**config.mk**
```make
export PLATFORM = sky130hd
export DESIGN_NAME = serial_loop_adder_flat
export DESIGN_NICKNAME = d
export VERILOG_FILES = /design/src/rtl/serial_loop_adder_if.sv /design/src/rtl/serial_loop_adder.sv /design/src/flat_wrapper.sv
export SDC_FILE = /design/constraint.sdc
export NUM_CORES = 1
export LEC_CHECK = 0
export CAP_MARGIN = 20
export CORE_MARGIN = 2
export CORE_UTILIZATION = 52
export CTS_BUF_LIST = sky130_fd_sc_hd__clkbuf_4 sky130_fd_sc_hd__clkbuf_8 sky130_fd_sc_hd__clkbuf_16
export DETAILED_ROUTE_END_ITERATION = 6
export PLACE_DENSITY = 0.81
export SLEW_MARGIN = 10
export SYNTH_ARGS = -nofsm -noshare
export SYNTH_HDL_FRONTEND = slang
export SYNTH_SLANG_ARGS = --single-unit
export TNS_END_PERCENT = 50
```
**constraint.sdc**
```tcl
create_clock -name clk -period 1.75 [get_ports clk]
set_input_delay 0.2625 -clock clk [delete_from_list [all_inputs] [get_ports clk]]
set_output_delay 0.2625 -clock clk [all_outputs]
set_load 0.03 [all_outputs]
```
**src/rtl/serial_loop_adder_if.sv**
```systemverilog
// Operand/result bundle between the operand registers, the serial adder
// and the consuming stage.
interface serial_loop_adder_if #(
    parameter int WIDTH = 8
);
    logic             start;
    logic [WIDTH-1:0] a;
    logic [WIDTH-1:0] b;
    logic             cin;
    logic             busy;
    logic             done;
    logic [WIDTH-1:0] sum;
    logic             cout;

    // Upstream/consumer side: issues requests and observes the result.
    modport master (
        output start, a, b, cin,
        input  busy, done, sum, cout
    );

    // Adder side: accepts requests and publishes the result.
    modport slave (
        input  start, a, b, cin,
        output busy, done, sum, cout
    );
endinterface

```
**src/rtl/serial_loop_adder.sv**
```systemverilog
// Bit-serial adder: one NAND-level full-adder cell plus a registered carry
// loop processes one bit pair per cycle, LSB first. The result takes WIDTH
// RUN cycles, then is published for one DONE cycle and held afterwards.
module serial_loop_adder #(
    parameter int WIDTH = 8
) (
    input  logic               clk,
    input  logic               rst,
    serial_loop_adder_if.slave bus
);
    localparam int CNT_W = $clog2(WIDTH + 1);

    typedef enum logic [1:0] {
        ST_IDLE = 2'd0,
        ST_RUN  = 2'd1,
        ST_DONE = 2'd2
    } state_t;

    state_t           state_q;
    logic [WIDTH-1:0] opa_q;
    logic [WIDTH-1:0] opb_q;
    logic [WIDTH-1:0] psum_q;
    logic             carry_q;
    logic [CNT_W-1:0] cnt_q;
    logic [WIDTH-1:0] sum_q;
    logic             cout_q;
    logic             busy_q;
    logic             done_q;

    logic [1:0]       fa_s;     // {carry_out, sum_bit} of the cell
    logic [WIDTH-1:0] psum_d;
    logic             last_s;

    // Full adder built only from two-input NANDs; returns {cout, sum}.
    function automatic logic [1:0] full_adder_nand(input logic x,
                                                   input logic y,
                                                   input logic ci);
        logic n1, n2, n3, xy, n4, n5, n6, s, co;
        n1 = ~(x & y);
        n2 = ~(x & n1);
        n3 = ~(y & n1);
        xy = ~(n2 & n3);
        n4 = ~(xy & ci);
        n5 = ~(xy & n4);
        n6 = ~(ci & n4);
        s  = ~(n5 & n6);
        co = ~(n4 & n1);
        return {co, s};
    endfunction

    // Cell evaluation and next partial sum (new bit enters at the MSB).
    always_comb begin
        fa_s              = full_adder_nand(opa_q[0], opb_q[0], carry_q);
        psum_d            = psum_q >> 1;
        psum_d[WIDTH-1]   = fa_s[0];
        last_s            = (cnt_q == CNT_W'(WIDTH - 1));
    end

    // Control FSM and datapath registers; busy/done registered with state.
    always_ff @(posedge clk) begin
        if (rst) begin
            state_q <= ST_IDLE;
            opa_q   <= '0;
            opb_q   <= '0;
            psum_q  <= '0;
            carry_q <= 1'b0;
            cnt_q   <= '0;
            sum_q   <= '0;
            cout_q  <= 1'b0;
            busy_q  <= 1'b0;
            done_q  <= 1'b0;
        end else begin
            case (state_q)
                ST_IDLE: begin
                    done_q <= 1'b0;
                    if (bus.start) begin
                        opa_q   <= bus.a;
                        opb_q   <= bus.b;
                        carry_q <= bus.cin;
                        psum_q  <= '0;
                        cnt_q   <= '0;
                        state_q <= ST_RUN;
                        busy_q  <= 1'b1;
                    end else begin
                        state_q <= ST_IDLE;
                        busy_q  <= 1'b0;
                    end
                end
                ST_RUN: begin
                    opa_q   <= opa_q >> 1;
                    opb_q   <= opb_q >> 1;
                    psum_q  <= psum_d;
                    carry_q <= fa_s[1];
                    cnt_q   <= cnt_q + CNT_W'(1);
                    if (last_s) begin
                        // Result is complete on this edge; publish it so it is
                        // visible during the DONE cycle.
                        sum_q   <= psum_d;
                        cout_q  <= fa_s[1];
                        state_q <= ST_DONE;
                        busy_q  <= 1'b0;
                        done_q  <= 1'b1;
                    end else begin
                        state_q <= ST_RUN;
                        busy_q  <= 1'b1;
                        done_q  <= 1'b0;
                    end
                end
                ST_DONE: begin
                    done_q <= 1'b0;
                    if (bus.start) begin
                        opa_q   <= bus.a;
                        opb_q   <= bus.b;
                        carry_q <= bus.cin;
                        psum_q  <= '0;
                        cnt_q   <= '0;
                        state_q <= ST_RUN;
                        busy_q  <= 1'b1;
                    end else begin
                        state_q <= ST_IDLE;
                        busy_q  <= 1'b0;
                    end
                end
                default: begin
                    state_q <= ST_IDLE;
                    busy_q  <= 1'b0;
                    done_q  <= 1'b0;
                end
            endcase
        end
    end

    assign bus.busy = busy_q;
    assign bus.done = done_q;
    assign bus.sum  = sum_q;
    assign bus.cout = cout_q;
endmodule
```
**src/flat_wrapper.sv**
```systemverilog
// flat-port wrapper written by rule: the top's interface ports become plain ports
module serial_loop_adder_flat 
#(
    parameter int WIDTH = 8
)
  (clk, rst, bus_start, bus_a, bus_b, bus_cin, bus_busy, bus_done, bus_sum, bus_cout);
  serial_loop_adder_if #(.WIDTH(WIDTH)) bus_i ();
  input  logic clk;
  input  logic rst;
  input wire logic [$bits(bus_i.start)-1:0] bus_start;
  input wire logic [$bits(bus_i.a)-1:0] bus_a;
  input wire logic [$bits(bus_i.b)-1:0] bus_b;
  input wire logic [$bits(bus_i.cin)-1:0] bus_cin;
  output wire logic [$bits(bus_i.busy)-1:0] bus_busy;
  output wire logic [$bits(bus_i.done)-1:0] bus_done;
  output wire logic [$bits(bus_i.sum)-1:0] bus_sum;
  output wire logic [$bits(bus_i.cout)-1:0] bus_cout;
  assign bus_i.start = bus_start;
  assign bus_i.a = bus_a;
  assign bus_i.b = bus_b;
  assign bus_i.cin = bus_cin;
  assign bus_busy = bus_i.busy;
  assign bus_done = bus_i.done;
  assign bus_sum = bus_i.sum;
  assign bus_cout = bus_i.cout;
  serial_loop_adder #(.WIDTH(WIDTH)) u_core (.clk(clk), .rst(rst), .bus(bus_i));
endmodule
```
# After elaboration in Yosys (flattened, before gate mapping)
# Cells that the tools add are included.
[op_classes]
n_addsub = 1
eq_ne = 4
muxes = 17
n_bitwise = 19
n_reduce_logical = 6
[op_table]
columns = ["op", "count"]
rows = [
  ["case mux 8 bit (2 select lines)", 3],
  ["2-to-1 mux 8 bit", 3],
  ["NOT 1 bit", 10],
  ["bitwise AND 1 bit", 9],
  ["case mux 4 bit (2 select lines)", 1],
  ["2-to-1 mux 1 bit", 5],
  ["adder 4 x 1 -> 4 bit (second input constant)", 1],
  ["equality test 4 x 3 -> 1 bit (second input constant)", 1],
  ["2-to-1 mux 4 bit", 1],
  ["case mux 1 bit (2 select lines)", 2],
  ["case mux 2 bit (2 select lines)", 1],
  ["AND reduction 2 bit", 2],
  ["OR reduction 2 bit", 2],
  ["equality test 2 x 1 -> 1 bit (second input constant)", 1],
  ["equality test 2 bit (second input constant)", 1],
  ["logical NOT 2 bit", 1],
  ["2-to-1 mux 2 bit", 1],
  ["!= test 2 x 1 -> 1 bit (second input constant)", 1],
  ["nonzero test 2 bit", 1],
]
[totals]
register_bits = 42
in_bits = 20
output_inout_bits = 11
word_cells = 57

# Logic depth before layout (Yosys ltp)
[logic_depth]
ltp_word = 13
ltp_mapped = 6
mapped_depth_nobuf = 4

# Least setup slack after synthesis
# No wires, ideal clock.
[synth_timing]
kind = "register -> register"
from = "reg u_core.state_q[0]"
to = "reg u_core.opa_q[6]"
setup_ns = 0.143
arrival_ns = 1.262
required_time_ns = 1.607
slack_ns = 0.345
path_stages_with_launch = 7
n_path_buf = 3
period_less_slack_ns = 1.405
cell_sequence = "dfxtp_1 -> buf_6 -> nand2b_2 -> buf_6 -> nand2_2 -> buf_4 -> a211oi_2"
[synth_via]
elab_chain_cells = 4
elab_cells_between_ends = 8
cone_classes = "eq/ne: 3; mux: 1; reduce/logical: 4"
[synth_lines]
columns = ["element", "line", "source"]
rows = [
  ["start: declaration", "serial_loop_adder.sv:19", "state_t state_q;"],
  ["start signal: assignment", "serial_loop_adder.sv:62", "state_q <= ST_IDLE;"],
  ["start signal: assignment", "serial_loop_adder.sv:82", "state_q <= ST_RUN;"],
  ["start signal: assignment", "serial_loop_adder.sv:85", "state_q <= ST_IDLE;"],
  ["equality test 2 bit / logical NOT 2 bit (equally long branches)", "serial_loop_adder.sv:73", "case (state_q)"],
  ["OR reduction 2 bit (no source line)", "n/a", ""],
  ["!= test 2 x 1 -> 1 bit (no source line) / nonzero test 2 bit (equally long branches)", "n/a", ""],
  ["AND reduction 2 bit (no source line)", "n/a", ""],
  ["end signal: assignment", "serial_loop_adder.sv:77", "opa_q <= bus.a;"],
  ["end signal: assignment", "serial_loop_adder.sv:90", "opa_q <= opa_q >> 1;"],
  ["end signal: assignment", "serial_loop_adder.sv:112", "opa_q <= bus.a;"],
  ["end: declaration", "serial_loop_adder.sv:20", "logic [WIDTH-1:0] opa_q;"],
]
# Several ways; a longest one is shown, not always the timed one.
# A chain may end at the register's enable or synchronous reset.

# Worst setup path after layout
[layout_timing]
from = "reg u_core.sum_q[5], in the netlist u_core.bus.sum[5]"
to = "out bus_sum[5]"
[layout_rtl]
columns = ["element", "line", "source"]
rows = [
  ["start: declaration", "serial_loop_adder.sv:25", "logic [WIDTH-1:0] sum_q;"],
  ["start signal: assignment", "serial_loop_adder.sv:98", "sum_q <= psum_d;"],
  ["end: declaration", "flat_wrapper.sv:16", "output wire logic [$bits(bus_i.sum)-1:0] bus_sum;"],
]
# No word-level cell between the ends.

==> out/results.env <==
SYNTH_ASYNC_SR_FLOP_SHARE_PCT=0
SYNTH-MAIN-FF-CELL='sky130_fd_sc_hd__dfxtp_1'
LAYOUT_MIN_CYCLE_TIME_NS=1.65
REQUIRED_NS=1.49
SYNTH_AREA_SQ_UM=1850
MULTIINPUTGATEAREA_SQ_UM=940
PATH_BUF_INV=1
POST_DRT_VIA_CELL_RATIO=5.43
FINAL.SETUP_SKEW_NS=0.00616
NUMBER_OF_ANTENNA_VIOLATIONS_AT_THE_FIRST_CHECK_IN_GLOBAL_ROUTING=0
VIAS_IN_THE_FIRST_GLOBAL_ROUTE=1380
CLOCKROOTBUFFER='sky130_fd_sc_hd__clkbuf_4'
GRT_UTIL_MET3_PCT=5.89
HPWL_MM=2.58
SYNTH-SEQ-CELLS=40
MAXIMUM_NUMBER_OF_PINS_ON_ONE_NET_BEFORE_GLOBAL_ROUTE_REPAIR=20
CTS_SINKS=40
ROUTED-VIA-COUNT=1407
FLOORPLAN.ROWS=21
SLEW_HEADROOM_PCT=70.4
PLACE.GP.CONGESTION=0.731
FLOW.AREA_GROWTH_FROM_SYNTHESIS_PCT=20.5
GRT_FIRST_PASS_WIRELENGTH_MM=6.10
POST_SYNTH.CELL_AREA_AVG_SQ_UM=10.2
FINALSETUPTNS_NS=0
DIE-AREA_SQ_UM=4060
TRITONCTS='built'
HIGHEST_COUNT_CELLS_IN_THE_LAYOUT_IGNORING_FILL_AND_TAPS='40 x sky130_fd_sc_hd__dfxtp_1, 29 x sky130_fd_sc_hd__clkdlybuf4s50_1, 28 x sky130_fd_sc_hd__nand2_1, 25 x sky130_fd_sc_hd__mux2i_1, 13 x sky130_fd_sc_hd__a21oi_1'
WORST-SLEW-PIN-TRANSITION_NS=0.443
GRT_UTIL_MET1_PCT=22.4
CRIT_PATH_CELL_TRACE='clkdlybuf4s50_1'
DIE_Y_UM=63.7
FINAL-SETUP-VIOL-COUNT=0
DRT_ITER0_DRC=131
CTS_BUFFER_DEPTH=2
RSZ0062_AT_GRT='false'
MOST_FREQUENT_STANDARD_CELL_IN_THE_LAYOUT_EXCLUDING_FILL_AND_TAP_CELLS='sky130_fd_sc_hd__dfxtp_1'
PORT_BUFFERS=30
TIMING.CRITICAL_PATH.TO_TYPE='output port'
OUTCOME='completed'
WIRELENGTH_MM=3.62
SLOWEST_DELAY_NS=0.67
GLOBALROUTETOTALUTIL_PCT=19.6
FINAL_CELL_COUNT_NO_FILL=259
PATH_MAX_FANOUT=2
CTS-BUFFERS-INSERTED=5
GRT_OVERFLOW_TOTAL=0
IRDROPWORSTVDD_V=0.000526
SEQUENTIAL_ELEMENT_SHARE_OF_THE_SYNTHESIZED_AREA_PCT=43.2
TOTAL_POWER_mW=1.84
DRIVE_ABOVE_1_SHARE_PCT=22.1
CORE-AREA_SQ_UM=3390
INITIAL_CORE_UTIL_PCT=54.7
P_PER_AREA_nW_PER_UM2=824
ROUTE.DETAILED.DRC=0
POSTSYNTHCELLCOUNT=181
HP-CLASS='primary input to flip-flop'
FLOORPLAN.IO_PINS=31
EDFF_COUNT_SYNTH=0
DATA_ARRIVAL_AT_THE_ENDPOINT_OF_THE_CRITICAL_PATH_NS=1.39
ANTENNA_LEFT=0
NUMPLACEDINSTANCES=251
ANTENNA-DIODE-COUNT=0
STATIC_LEAKAGE_nW=0.791
H-TREE-DEPTH=2
CRITICALPATHCATEGORY='flip-flop to output port'
STARTPOINT_TYPE='flip-flop'
DETAIL_ROUTE.FIRST_PASS.ITERATIONS=4
YOSYS_WARNINGS=0
CLKLATENCYLATEPIN_NS=0.35
DIEWIDTH_UM=63.7
YOSYS.CELL_TYPES.COUNT=30
SYNTHESIS.NETS=203
FMAX_MHz=607
PERIOD_SHARE_PCT=94.2
MAX_CAP_VIOLATIONS=0
GRT_BUSIEST_LAYER='met2'
SLEW_VIOLATIONS=0
WIRE_PER_INST_UM=14.0
NUMBER_OF_SETUP_BUFFERS_ADDED_AFTER_CTS=0
CRITICAL-PATH-SLOWEST-CELL='sky130_fd_sc_hd__clkdlybuf4s50_1'
FF_LATCH_AREA_SQ_UM=801
FINAL_NETS=234
CLKSLEWWORSTSETUPHOLDPATHS_NS=0.11
TIMING.FINAL.HOLD_VIOLATIONS=0
GLOBAL_ROUTE.USAGE.MET2_PCT=34.5
CTS_HOLD_REPAIR.BUFFERS=0
NUM-FILL-CELLS=255
CRITICAL_PATH.TOP_DELAY_FAMILY='buffers and inverters'
-- flip-flops by register name (all words and copies together), names as in the netlist --
| register | cells |
|---|---|
| u_core.bus.sum | 8 |
| u_core.opa_q | 8 |
| u_core.opb_q | 8 |
| u_core.psum_q | 7 |
| u_core.cnt_q | 4 |
| u_core.state_q | 2 |
| u_core.bus.cout | 1 |
| u_core.bus.done | 1 |
| u_core.carry_q | 1 |
-- where the power goes --
group | leakage, nW | switching, mW | internal, mW
clock | 0.0394 | 0.288 | 0.229
combinational | 0.425 | 0.171 | 0.155
sequential | 0.327 | 0.0395 | 0.959
total | 0.791 | 0.498 | 1.34
-- worst reg2reg max path, delay by kind of cell, from the launching register on --
| kind | cells | cell delay [ns] |
|---|---|---|
| DFF | 1 | 0.61 |
| muxes | 1 | 0.22 |
| and+or+nand+nor | 2 | 0.67 |
-- path summary, 6_finish.rpt --
check / startpoint / slack, ns / to / depth (start not counted)
setup reg to reg: u_core.state_q[0] / 0.19 / u_core.bus.sum[5] / 3
hold / removal: bus_b[7] / 0.46 / u_core.opb_q[7] / 3
hold reg to reg: u_core.bus.sum[6] / 0.47 / u_core.bus.sum[6] / 2
setup / recovery: u_core.bus.sum[5] / 0.10 / bus_sum[5] / 1
-- stage by stage --
stage | cell area [sq um] | setup slack (ns) | utilization [%] | hold slack [ns]
6_report | 2230 | 0.102 | 65.9 | 0.462
5_1_grt | 2230 | 0.0517 | 65.9 | 0.478
3_3_place_gp | 2160 | 0.179 | 63.8 | 0.445
4_1_cts | 2230 | 0.0830 | 65.7 | 0.462
3_5_place_dp | 2160 | 0.0857 | 63.8 | 0.455
2_1_floorplan | 1850 | 0.345 | - | 0.399
-- cell usage after synthesis (2+ instances only) --
cell | count | area, sq um
sky130_fd_sc_hd__nand2b_1 | 2 | 12.5
sky130_fd_sc_hd__nand2_1 | 28 | 105
sky130_fd_sc_hd__dfxtp_1 | 40 | 801
sky130_fd_sc_hd__a211oi_1 | 4 | 30.0
sky130_fd_sc_hd__a21oi_1 | 13 | 65.1
sky130_fd_sc_hd__buf_2 | 3 | 15.0
sky130_fd_sc_hd__a211oi_2 | 11 | 138
sky130_fd_sc_hd__nand3_1 | 12 | 60.1
sky130_fd_sc_hd__buf_6 | 5 | 56.3
sky130_fd_sc_hd__nor3_1 | 6 | 30.0
sky130_fd_sc_hd__nand2b_2 | 2 | 17.5
sky130_fd_sc_hd__nor3_2 | 11 | 110
sky130_fd_sc_hd__buf_1 | 2 | 7.51
sky130_fd_sc_hd__clkbuf_1 | 2 | 7.51
sky130_fd_sc_hd__mux2i_1 | 25 | 250
-- timing repair --
| item | in CTS | in global routing |
|---|---|---|
| hold endpoints to repair | 0 | 0 |
| setup endpoints to repair | 0 | 15 |
| resized for setup | 0 | 1 |
-- metal layers --
| layer | up-vias | share of wire (%) | routed length (um) |
|---|---|---|---|
| met4 | 0 | 1.9 | 69 |
| li1 | 703 | - | - |
| met5 | - | 0 | 0 |
| met2 | 26 | 51 | 1860 |
| met1 | 670 | 43 | 1550 |
| met3 | 8 | 3.9 | 142 |
-- area by class of cell --
type                    instances  share of cell area, %
flip-flops and latches         40                   35.9
inverters                       1                  0.168
multi-input cells             125                   42.1
repair buffers                 39                   16.4
well taps                      46                   2.58
clock buffers                   8                   2.97
-- cells by family after synthesis --
logic type / synth area share (%)
and+or+nand+nor: 21.2
buffers and inverters: 6.48
DFF: 43.2
adders and majority gates: 1.76
muxes: 13.5
AOI/OAI and AO/OA: 13.8
Power figures use the tool's default switching activity.
